`src/rtl/fp32_div_seq.sv`:
```
// fp32_div_seq -- sequential IEEE-754 single-precision divider.
//
// Radix-2 restoring mantissa divider behind a start/done handshake. The
// latency is fixed: done pulses in the 28th cycle after the edge that
// accepts start, including for special operands (NaN, inf, zero).
//
// Ports:
//   clk          rising-edge clock
//   rst          synchronous active-high reset; aborts an operation in flight
//   start        request; sampled only while busy=0
//   inp1         dividend, IEEE-754 single
//   inp2         divisor, IEEE-754 single
//   busy         high while an operation is in flight
//   done         one-cycle pulse; out and flags valid from this cycle
//   out          quotient, held until the next done
//   underflow    result flushed to signed zero
//   overflow     finite result saturated to signed infinity
//   div_by_zero  finite nonzero divided by zero
//
// Configuration macro:
//   FP32_DIV_RNE_EN  defined   -> round-to-nearest-even
//                    undefined -> truncation (matches the fp32 multiplier)

module fp32_div_seq #(
    parameter int ITER = 26  // quotient bits; only 26 is supported
) (
    input  logic        clk,
    input  logic        rst,
    input  logic        start,
    input  logic [31:0] inp1,
    input  logic [31:0] inp2,
    output logic        busy,
    output logic        done,
    output logic [31:0] out,
    output logic        underflow,
    output logic        overflow,
    output logic        div_by_zero
);

    typedef enum logic [1:0] {
        IDLE   = 2'd0,
        DIVIDE = 2'd1,
        NORM   = 2'd2
    } state_t;

    state_t state, state_nxt;

    logic        accept;
    logic [4:0]  cnt;

    // Operand fields.
    logic       s1, s2;
    logic [7:0] e1, e2;
    logic [22:0] m1, m2;

    // Operation context captured on accept.
    logic               sign_q;
    logic signed [9:0]  exp_q;
    logic [24:0]        rem_q;
    logic [24:0]        div_q;
    logic [25:0]        quo_q;
    logic               special_q;
    logic [31:0]        special_out_q;
    logic               special_dbz_q;

    // Classification of the incoming operands.
    logic        special_c;
    logic [31:0] special_out_c;
    logic        special_dbz_c;
    logic signed [9:0] exp_c;

    // One restoring step.
    logic        q_bit;
    logic [24:0] rem_sub;
    logic [24:0] rem_nxt;

    // Normalised / rounded result.
    logic [22:0]       mant;
    logic signed [9:0] exp_n;
    logic [31:0]       norm_out;
    logic              norm_ovf;
    logic              norm_unf;

    assign accept = (state == IDLE) && start;

    assign s1 = inp1[31];
    assign e1 = inp1[30:23];
    assign m1 = inp1[22:0];
    assign s2 = inp2[31];
    assign e2 = inp2[30:23];
    assign m2 = inp2[22:0];

    // ------------------------------------------------------------------
    // FSM: state register
    // ------------------------------------------------------------------
    always_ff @(posedge clk) begin
        if (rst) state <= IDLE;
        else     state <= state_nxt;
    end

    // FSM: next state
    always_comb begin
        // NOTE: every combinational output gets a default first so no path leaves it unassigned (no latch).
        state_nxt = state;
        unique case (state)
            IDLE:   if (start) state_nxt = DIVIDE;
            DIVIDE: if (cnt == 5'(ITER - 1)) state_nxt = NORM;
            NORM:   state_nxt = IDLE;
            default: state_nxt = IDLE;
        endcase
    end

    // FSM: outputs
    always_comb begin
        busy = (state != IDLE);
    end

    // ------------------------------------------------------------------
    // Operand classification; priority order decides overlapping cases
    // such as inf/0 (inf wins) and 0/inf (zero either way).
    // ------------------------------------------------------------------
    always_comb begin
        logic z1, z2, i1, i2, n1, n2, sgn;
        z1  = (e1 == 8'd0);                       // denormals flush to zero
        z2  = (e2 == 8'd0);
        i1  = (e1 == 8'hFF) && (m1 == 23'd0);
        i2  = (e2 == 8'hFF) && (m2 == 23'd0);
        n1  = (e1 == 8'hFF) && (m1 != 23'd0);
        n2  = (e2 == 8'hFF) && (m2 != 23'd0);
        sgn = s1 ^ s2;

        special_c     = 1'b1;
        special_out_c = 32'h7FC0_0000;
        special_dbz_c = 1'b0;
        if (n1 || n2 || (z1 && z2) || (i1 && i2)) begin
            special_out_c = 32'h7FC0_0000;
        end else if (i1) begin
            special_out_c = {sgn, 8'hFF, 23'd0};
        end else if (i2 || z1) begin
            special_out_c = {sgn, 31'd0};
        end else if (z2) begin
            special_out_c = {sgn, 8'hFF, 23'd0};
            special_dbz_c = 1'b1;
        end else begin
            special_c = 1'b0;
        end
    end

    assign exp_c = $signed({2'b00, e1}) - $signed({2'b00, e2}) + 10'sd127;

    // ------------------------------------------------------------------
    // Restoring division step. The remainder stays below the divisor
    // (< 2^24) after subtraction, so the left shift never loses a bit.
    // ------------------------------------------------------------------
    assign q_bit   = (rem_q >= div_q);
    assign rem_sub = q_bit ? (rem_q - div_q) : rem_q;
    assign rem_nxt = rem_sub << 1;

    // ------------------------------------------------------------------
    // Normalisation, rounding and range check. The quotient of two
    // mantissas in [1,2) lies in (0.5,2), so at most one shift is needed.
    // ------------------------------------------------------------------
    always_comb begin
`ifdef FP32_DIV_RNE_EN
        logic        guard, sticky;
        logic [23:0] mant_inc;
`endif
        if (quo_q[25]) begin
            mant  = quo_q[24:2];
            exp_n = exp_q;
        end else begin
            mant  = quo_q[23:1];
            exp_n = exp_q - 10'sd1;
        end

`ifdef FP32_DIV_RNE_EN
        guard  = quo_q[25] ? quo_q[1] : quo_q[0];
        sticky = (quo_q[25] & quo_q[0]) | (rem_q != 25'd0);
        mant_inc = {1'b0, mant} + 24'd1;
        if (guard && (sticky || mant[0])) begin
            // Carry out of 1.mant means the value became 2.0.
            if (mant_inc[23]) begin
                mant  = 23'd0;
                exp_n = exp_n + 10'sd1;
            end else begin
                mant = mant_inc[22:0];
            end
        end
`endif

        norm_ovf = 1'b0;
        norm_unf = 1'b0;
        if (exp_n >= 10'sd255) begin
            norm_out = {sign_q, 8'hFF, 23'd0};
            norm_ovf = 1'b1;
        end else if (exp_n <= 10'sd0) begin
            norm_out = {sign_q, 31'd0};
            norm_unf = 1'b1;
        end else begin
            norm_out = {sign_q, exp_n[7:0], mant};
        end
    end

    // ------------------------------------------------------------------
    // Datapath registers. These are always initialised by an accepted
    // start before they are read, so they carry no reset.
    // NOTE: sequential state uses non-blocking assignments only; datapath registers are deliberately left without reset.
    // ------------------------------------------------------------------
    always_ff @(posedge clk) begin
        if (accept) begin
            sign_q        <= s1 ^ s2;
            exp_q         <= exp_c;
            rem_q         <= {1'b0, 1'b1, m1};
            div_q         <= {1'b0, 1'b1, m2};
            quo_q         <= 26'd0;
            cnt           <= 5'd0;
            special_q     <= special_c;
            special_out_q <= special_out_c;
            special_dbz_q <= special_dbz_c;
        end else if (state == DIVIDE) begin
            rem_q <= rem_nxt;
            quo_q <= {quo_q[24:0], q_bit};
            cnt   <= cnt + 5'd1;
        end
    end

    // ------------------------------------------------------------------
    // Result registers: out holds until the next done; flags clear on
    // every accepted start.
    // ------------------------------------------------------------------
    always_ff @(posedge clk) begin
        if (rst) begin
            done        <= 1'b0;
            out         <= 32'd0;
            underflow   <= 1'b0;
            overflow    <= 1'b0;
            div_by_zero <= 1'b0;
        end else begin
            done <= 1'b0;
            if (accept) begin
                underflow   <= 1'b0;
                overflow    <= 1'b0;
                div_by_zero <= 1'b0;
            end else if (state == NORM) begin
                done <= 1'b1;
                if (special_q) begin
                    out         <= special_out_q;
                    div_by_zero <= special_dbz_q;
                end else begin
                    out       <= norm_out;
                    overflow  <= norm_ovf;
                    underflow <= norm_unf;
                end
            end
        end
    end

endmodule

```
`config.mk`:
```
export PLATFORM = sky130hd
export DESIGN_NAME = fp32_div_seq
export DESIGN_NICKNAME = d
export VERILOG_FILES = /design/src/rtl/fp32_div_seq.sv
export SDC_FILE = /design/constraint.sdc
export NUM_CORES = 1
export LEC_CHECK = 0
export CORE_UTILIZATION = 27
export CTS_CLUSTER_DIAMETER = 150
export DETAILED_ROUTE_END_ITERATION = 16
export MAX_ROUTING_LAYER = met4
export PLACE_DENSITY = 0.54
export SLEW_MARGIN = 20
export SYNTH_ARGS = -nofsm -noshare
export SYNTH_HDL_FRONTEND = slang
export SYNTH_SLANG_ARGS = --single-unit
```
`constraint.sdc`:
```
create_clock -name clk -period 7.36 [get_ports clk]
set_clock_uncertainty 0.1 [all_clocks]
set_input_delay 1.472 -clock clk [delete_from_list [all_inputs] [get_ports clk]]
set_output_delay 1.472 -clock clk [all_outputs]
set_load 0.01 [all_outputs]
```
* Word level (Yosys, flattened, before mapping)
Index checks and enable logic that the tools add are counted.
** Storage, ports and cells
- Output and inout bits :: 37
- Register bits after elaboration :: 162
- Input port bits :: 67
** Cells by class
- Reductions and logical operators :: 27
- $lt $le $gt $ge :: 3
- Muxes and demuxes :: 19
- Equality and inequality tests :: 7
- $add $sub $neg :: 5
- Bitwise operators :: 3
** Operator list (number)
- $mux W32 :: 4
- $mux W23 :: 3
- $mux W31 :: 2
- $logic_not A23 Y1 :: 2
- $reduce_bool A23 Y1 :: 2
- $ge A25 B24 Y1 :: 1
- $mux W24 :: 1
- $sub A24 B24 Y24 :: 1
- $eq A8 B8 Y1 const B :: 2
- $logic_not A8 Y1 :: 2
- $add A9 B8 Y10 const B :: 1
- $ge A10 B9 Y1 const B :: 1
- $le A10 B1 Y1 const B :: 1
- $mux W10 :: 1
- $sub A10 B2 Y10 const B :: 1
- $sub A8 B8 Y9 :: 1
- $reduce_and A2 Y1 :: 4
- $logic_and A1 B1 Y1 :: 7
- $add A5 B1 Y5 const B :: 1
- $eq A5 B5 Y1 const B :: 1
- $mux W1 :: 5
- $logic_or A1 B1 Y1 :: 4
- $mux W2 :: 2
- $ne A2 B2 Y1 const B :: 2
- 9 further kinds :: 12

* Depth between registers and ports, before layout
Gate-level depths: netlist of run 1.
- Word-level depth :: 6
- Mapped depth :: 13

* Worst setup path after synthesis of run 1
No wires, ideal clock.
- Kind :: input to register
- Start :: in inp2[24]
- End :: reg exp_q[7] (data pin)
- Buffers on the path :: 0
- Arrival time :: 3.342 ns
- Cell stages on the path :: 9
- Path slack :: 3.653 ns
- Cell sequence :: inv_1 > ha_1 > a21o_1 > a21o_1 > a311oi_1 > xor2_1 > nand2_1 > or3_1 > xor2_1
** On the way
- Cells in the longest elaborated chain, start to end :: 2
** Ends and longest elaborated chain
- start: declaration :: line 31 : input logic [31:0] inp2,
- $sub A8 B8 Y9 :: line 149 : assign exp_c = $signed({2'b00, e1}) - $signed({2'b00, e2}) + 10'sd127;
- $add A9 B8 Y10 :: line 149
- named net exp_c[7] :: line 70 : logic signed [9:0] exp_c;
- end signal: assignment :: line 212 : exp_q <= exp_c;
- end: declaration :: line 58 : logic signed [9:0] exp_q;
The timed path passes the listed nets, and every way through them passes these cells.
A chain may end at the register's enable or synchronous reset.

* Worst setup path in the final report of run 1
Same ends and word-level chain as after synthesis.

==> qor.yml, run 1 <==
die_h_um: 168
power_switching_mw: 0.948
path_buf_inv: 2
avgViaCountPerCell: 4.64
grt_pass1_vias: 5713
ant_nets: 0
final.min_clock_period_ns: 3.96
ys_seq_area_share_pct: 43.9
finalHoldViolations: 0
core-area_um2: 27100
rsz0062_at_grt: "false"
yosys_most_used_dff: "dfxtp_1"
end_kind: "register"
dp_hpwl_mm: 13.5
required_ns: 7.43
total_power_mw: 2.70
power_per_cell_area_nw_per_um2: 286
yosysWarningCount: 0
clockBufferDepth: 2
cts_root_buf: "clkbuf_16"
rows: 60
syn_nets: 908
drv_cap: 0
cts_tree: "done"
place_ws_ns: 2.92
crit_path_start_kind: "input pin"
firstDrtPassIters: 4
clk_pin_slew_worst_paths_ns: 0.06
finalCritPeriodShare_pct: 53.8
cp_slowest_cell: "clkdlybuf4s50_1"
post_cts_resized: 0
globalRouteOverflowTotal: 0
worst_pin_slew_ns: 0.822
io_buffers: 103
die_area_um2: 28400
synth-edff-count: 62
switching_share_pct: 35.1
finalMaxSlewViolations: 0
share_comb_of_total_power_pct: 34.6
grt_usage_pct: 13.4
hp-class: "register to register"
slew_headroom_pct: 45.1
routed_wl_mm: 18.0
detail_route.wl_per_cell_um: 14.0
ys_types: 63
max_freq_mhz: 253
pwr-share-clk_pct: 30.1
synthToLayoutAreaGrowth_pct: 26.1
drc_errors: 0
post_cts_buffers: 0
setup_tns_ns: 0
crit_fanout: 3
start_util_pct: 27.6
routabilityCongestion: 0.878
die_w_um: 168
routed-via-count: 5940
setup_viol: 0
cts_buffers: 17
cpPeakStageDelay_ns: 0.50
grt_pass1_wl_mm: 29.3
syn_inst: 804
nets: 1000
worstPathArrival_ns: 4.02
async_reset_ff_share_pct: 0
p_int_mw: 1.75
drive_gt1_share_pct: 8.80
crit_family: "compound AO/OA/AOI/OAI gates"
hold_buffers: 0
pwr-share-seq_pct: 35.2
insertion_delay_ns: 0.43
crit_type: "input pin to register"
grt_max_degree: 57
status: "finished clean"
cts_sinks: 133
setup_slack_ns: 3.40
diodes: 0
htree_levels: 4
antenna_found_initial: 0
synth_seq_cells: 133
final_util_pct: 34.8
irDropWorstVdd_uv: 134
boundaryPins: 104
syn_area_um2: 7480
syn_area_per_cell_um2: 9.31
power_leakage_nw: 3.44
crit_chain: "clkdlybuf4s50_1 > inv_1 > ha_1 > a21o_1 > a21o_1 > a311oi_1 > xor2_1 > nand2_1 > or3_1 > xor2_1"
drt-initial-drc-count: 176
[path summary, 6_finish.rpt]
path              startpoint        end  slack [ns]  cells past startpoint
setup reg to reg   rem_q[12]  rem_q[12]        3.83                      9
setup / recovery    inp2[24]   exp_q[7]        3.40                     10
hold reg to reg       out[6]     out[6]        0.35                      2
hold / removal        out[6]     out[6]        0.35                      2
[final cells by class]
cell class	count	area [um2]
fillers	2802	17700
multi-input cells	586	3870
flip-flops and latches	133	3280
repair buffers	109	1080
well taps	372	465
clock buffers	17	425
inverters	49	184
clock inverters	15	135
[power groups by stage]
stage	clock [mW]	combinational [mW]	sequential, mW
after floorplan	0	0.721	0.944
after global placement	0	0.923	0.965
after detailed placement	0	0.932	0.965
after CTS	0.833	0.937	0.951
after global routing	0.866	1.05	0.962
final	0.814	0.935	0.951
[flip-flops by register name (all words and copies together) (netlist names), 2 cells and up]
register / count
cnt: 5
div_q: 23
exp_q: 10
out: 32
quo_q: 26
rem_q: 25
special_out_q: 3
state: 2
[cells in the mapped netlist (3+ instances only)]
cell / n / area [um2]
nand2_1: 120 / 450
nand3_1: 13 / 65.1
nor2_1: 36 / 135
and2_1: 4 / 25.0
a211oi_1: 5 / 37.5
nand4_1: 13 / 81.3
dfxtp_1: 71 / 1420
o2111ai_1: 3 / 26.3
a21boi_0: 3 / 22.5
o31ai_1: 6 / 45.0
o21ai_0: 62 / 310
inv_1: 49 / 184
o211ai_1: 5 / 37.5
nor3_1: 17 / 85.1
or3_1: 8 / 50.1
a221o_2: 6 / 67.6
nor2b_1: 8 / 50.1
a31oi_1: 7 / 43.8
mux2i_1: 46 / 460
xnor2_1: 27 / 236
or2_2: 3 / 18.8
and3_1: 10 / 62.6
a21oi_1: 44 / 220
xor2_1: 17 / 149
clkbuf_1: 25 / 93.8
ha_1: 35 / 438
nand2b_1: 5 / 31.3
o21ai_2: 19 / 166
nor4_1: 16 / 100
a21o_1: 7 / 52.6
edfxtp_1: 62 / 1860
o21a_1: 7 / 52.6
buf_1: 5 / 18.8
[through the flow]
step                      std cells  hold slack, ns  instance area, um2
after floorplan                 804           0.325                7480
after global placement         1249           0.335                8870
after detailed placement       1249           0.342                8870
after CTS                      1281           0.352                9430
after global routing           1281           0.365                9440
final                          1281           0.347                9440
[placed cells by master (no fill, tap or decap), drive strengths merged, types with 6 or more instances in the layout]
cell type	instances
o31ai	6
xnor2	27
edfxtp	62
and3	10
inv	59
or3	9
clkdlybuf4s50	103
nand3	13
o21ai	84
a21oi	44
nand2	121
ha	35
nand4	13
buf	6
nor2b	8
a21o	7
dfxtp	71
a31oi	7
nor3	17
o21a	7
mux2i	46
nor4	16
nor2	36
xor2	17
clkbuf	17
a221o	6
[cells by family (layout without fill, tap and decap cells)]
logic type | count (synthesis) | count (layout) | share of synthesized area (%)
adder cells (fa/ha/maj) | 37 | 37 | 6.39
flip-flops | 133 | 133 | 43.9
buffers and inverters | 85 | 190 | 4.71
AO/OA/AOI/OAI | 193 | 193 | 16.8
multiplexers | 46 | 46 | 6.15
AND/OR/NAND/NOR | 266 | 266 | 16.9
XOR/XNOR | 44 | 44 | 5.15
[routing by layer]
metal / track usage, % / wire length, um
met1: 17.5 / 8730
met2: 20.7 / 8300
met3: 3.18 / 726
met4: 3.87 / 190
met5: - / 0
[tightest hold or removal path: stages (launching register included)]
cell and delay (ns):
dfxtp_1 0.31, nand2_1 0.05, o21ai_1 0.05
Power figures use the tool's default switching activity.
==> run 2: changes to the inputs <==
==> constraint.sdc (replaced) <==
create_clock -name clk -period 3.9 [get_ports clk]
set_clock_uncertainty 0.1 [all_clocks]
set_input_delay 0.78 -clock clk [delete_from_list [all_inputs] [get_ports clk]]
set_output_delay 0.78 -clock clk [all_outputs]
set_load 0.01 [all_outputs]
==> qor.yml, run 2 (synthesis gave the netlist of run 1 again) <==
crit_fanout: 23  # was 3
cp_slowest_cell: "or4_1"  # was clkdlybuf4s50_1
grt_usage_pct: 13.7  # was 13.4%
status: "finished clean"  # unchanged
end_kind: "register"  # unchanged
pwr-share-clk_pct: 30.3  # was 30.1%
start_util_pct: 27.6  # unchanged
post_cts_buffers: 0  # unchanged
rsz0062_at_grt: "false"  # unchanged
hp-start: "out[6]"  # unchanged
irDropWorstVdd_uv: 239  # was 134 uV
switching_share_pct: 33.9  # was 35.1%
share_comb_of_total_power_pct: 34.8  # was 34.6%
globalRouteOverflowTotal: 0  # unchanged
antenna_found_initial: 0  # unchanged
rows: 60  # unchanged
final.min_clock_period_ns: 3.35
final_common_cell: "nand2_1"  # unchanged
io_buffers: 103  # unchanged
path_buf_inv: 0  # was 2
routed-via-count: 6019  # was 5940
cpPeakStageDelay_ns: 0.64  # was 0.50 ns
nets: 1005  # was 1000
setup_tns_ns: 0  # unchanged
crit_path_frequent_cell: "a221oi_2"
largest_reg_flops: 32  # unchanged
regMostFlops: "out"  # unchanged
drt-initial-drc-count: 278  # was 176
cts_tree: "done"  # unchanged
p_int_mw: 3.38  # was 1.75 mW
slew_headroom_pct: 53.8  # was 45.1%
cts_root_buf: "clkbuf_16"  # unchanged
startpoint: "exp_q[0]"  # was inp2[24]
ant_nets: 0  # unchanged
worstPathArrival_ns: 3.55  # was 4.02 ns
top_regs: "out (32), quo_q (26), rem_q (25)"  # unchanged
dp_hpwl_mm: 13.9  # was 13.5 mm
worst_pin_slew_ns: 0.692  # was 0.822 ns
worstReg2RegStart: "exp_q[0]"  # was rem_q[12]
grt_max_degree: 54  # was 57
detail_route.wl_per_cell_um: 14.4  # was 14.0 um
power_leakage_nw: 3.47  # was 3.44 nW
layout_common_cells: "nand2_1, clkdlybuf4s50_1, dfxtp_1"  # unchanged
hp-class: "register to register"  # unchanged
power_switching_mw: 1.74  # was 0.948 mW
boundaryPins: 104  # unchanged
pwr-share-seq_pct: 34.9  # was 35.2%
htree_levels: 4  # unchanged
crit_path_start_kind: "register"  # was input pin
drc_errors: 0  # unchanged
clk_pin_slew_worst_paths_ns: 0.06  # about the same
setup_slack_ns: 0.550  # was 3.40 ns
die_w_um: 168  # unchanged
place_ws_ns: 0.135  # was 2.92 ns
diodes: 0  # unchanged
finalCritPeriodShare_pct: 85.9
insertion_delay_ns: 0.42  # was 0.43 ns
finalMaxSlewViolations: 0  # unchanged
routabilityCongestion: 0.842  # was 0.878
routed_wl_mm: 18.5  # was 18.0 mm
crit_chain: "or4_1 > or4_4 > a221oi_2 > o21ai_1 > a221oi_2 > o21ai_2 > nand2_4 > o21ai_0"  # was clkdlybuf4s50_1 > inv_1 > ha_1 > a21o_1 > a21o_1 > a311oi_1 > xor2_1 > nand2_1 > or3_1 > xor2_1
power_per_cell_area_nw_per_um2: 539  # was 286 nW/um2
hold_buffers: 0  # unchanged
filler_cell_count: 2791  # was 2802
drv_cap: 0  # unchanged
required_ns: 4.10  # was 7.43 ns
finalHoldViolations: 0  # unchanged
grt_pass1_wl_mm: 29.8  # was 29.3 mm
grt_pass1_vias: 5720  # was 5713
die_area_um2: 28400  # unchanged
die_h_um: 168  # unchanged
synthToLayoutAreaGrowth_pct: 26.8  # was 26.1%
crit_type: "register to register"  # was input pin to register
drive_gt1_share_pct: 9.19  # was 8.80%
crit_family: "simple AND/OR/NAND/NOR gates"  # was compound AO/OA/AOI/OAI gates
r2r_setup_slack_ns: 0.55  # was 3.83 ns
firstDrtPassIters: 5  # was 4
cts_buffers: 17  # unchanged
clockBufferDepth: 2  # unchanged
post_cts_resized: 0  # unchanged
cts_sinks: 133  # unchanged
avgViaCountPerCell: 4.68  # was 4.64
max_freq_mhz: 299
core-area_um2: 27100  # unchanged
setup_viol: 0  # unchanged
==> run 2: cell type report <==
type / instances / area (um2) / share of cell area, %
inverter: 49 / 184 / 1.94
timing repair buffer: 114 / 1130 / 11.9
sequential: 133 / 3280 / 34.6
clock buffer: 21 / 485 / 5.12
multi-input combinational: 586 / 3860 / 40.7
clock inverter: 11 / 86.3 / 0.910
tap: 372 / 465 / 4.91
==> run 2: power groups by stage <==
stage	clock, mW	combinational, mW	sequential [mW]
finish	1.55	1.78	1.79
global route	1.65	1.99	1.81
CTS	1.59	1.79	1.79
detailed placement	0	1.78	1.81
global placement	0	1.76	1.81
floorplan	0	1.36	1.78
==> run 2: layer usage <==
layer | vias to the layer above | share of wire, % | GRT usage [%]
li1 | 3105 | - | -
met1 | 2769 | 49 | 17.8
met2 | 123 | 46 | 21.3
met3 | 22 | 3.4 | 2.81
met4 | 0 | 1.8 | 4.74
met5 | - | 0 | -
==> run 2: metrics by stage <==
stage               area (um2)  power [mW]  util (%)  cells  hold slack, ns
floorplan                 7480        3.14         -    804           0.325
global placement          8920        3.57      32.9   1254           0.335
detailed placement        8920        3.59      32.9   1254           0.341
CTS                       9490        5.17      35.0   1286           0.354
global route              9490        5.44      35.0   1286           0.373
finish                    9490        5.11      35.0   1286           0.349
==> run 2: worst reg2reg max path, cell delays in order, from the launching register on <==
cell      delay (ns)
edfxtp_1        0.49
or4_1           0.65
or4_4           0.54
a221oi_2        0.31
o21ai_1         0.14
a221oi_2        0.32
o21ai_2         0.17
nand2_4         0.35
o21ai_0         0.15
==> run 2: path summary, 6_finish.rpt <==
kind                               end  cells past startpoint
worst max-delay path            out[9]                      8
worst max register to register  out[9]                      8
worst min register to register  out[6]                      2
worst min-delay path            out[6]                      2
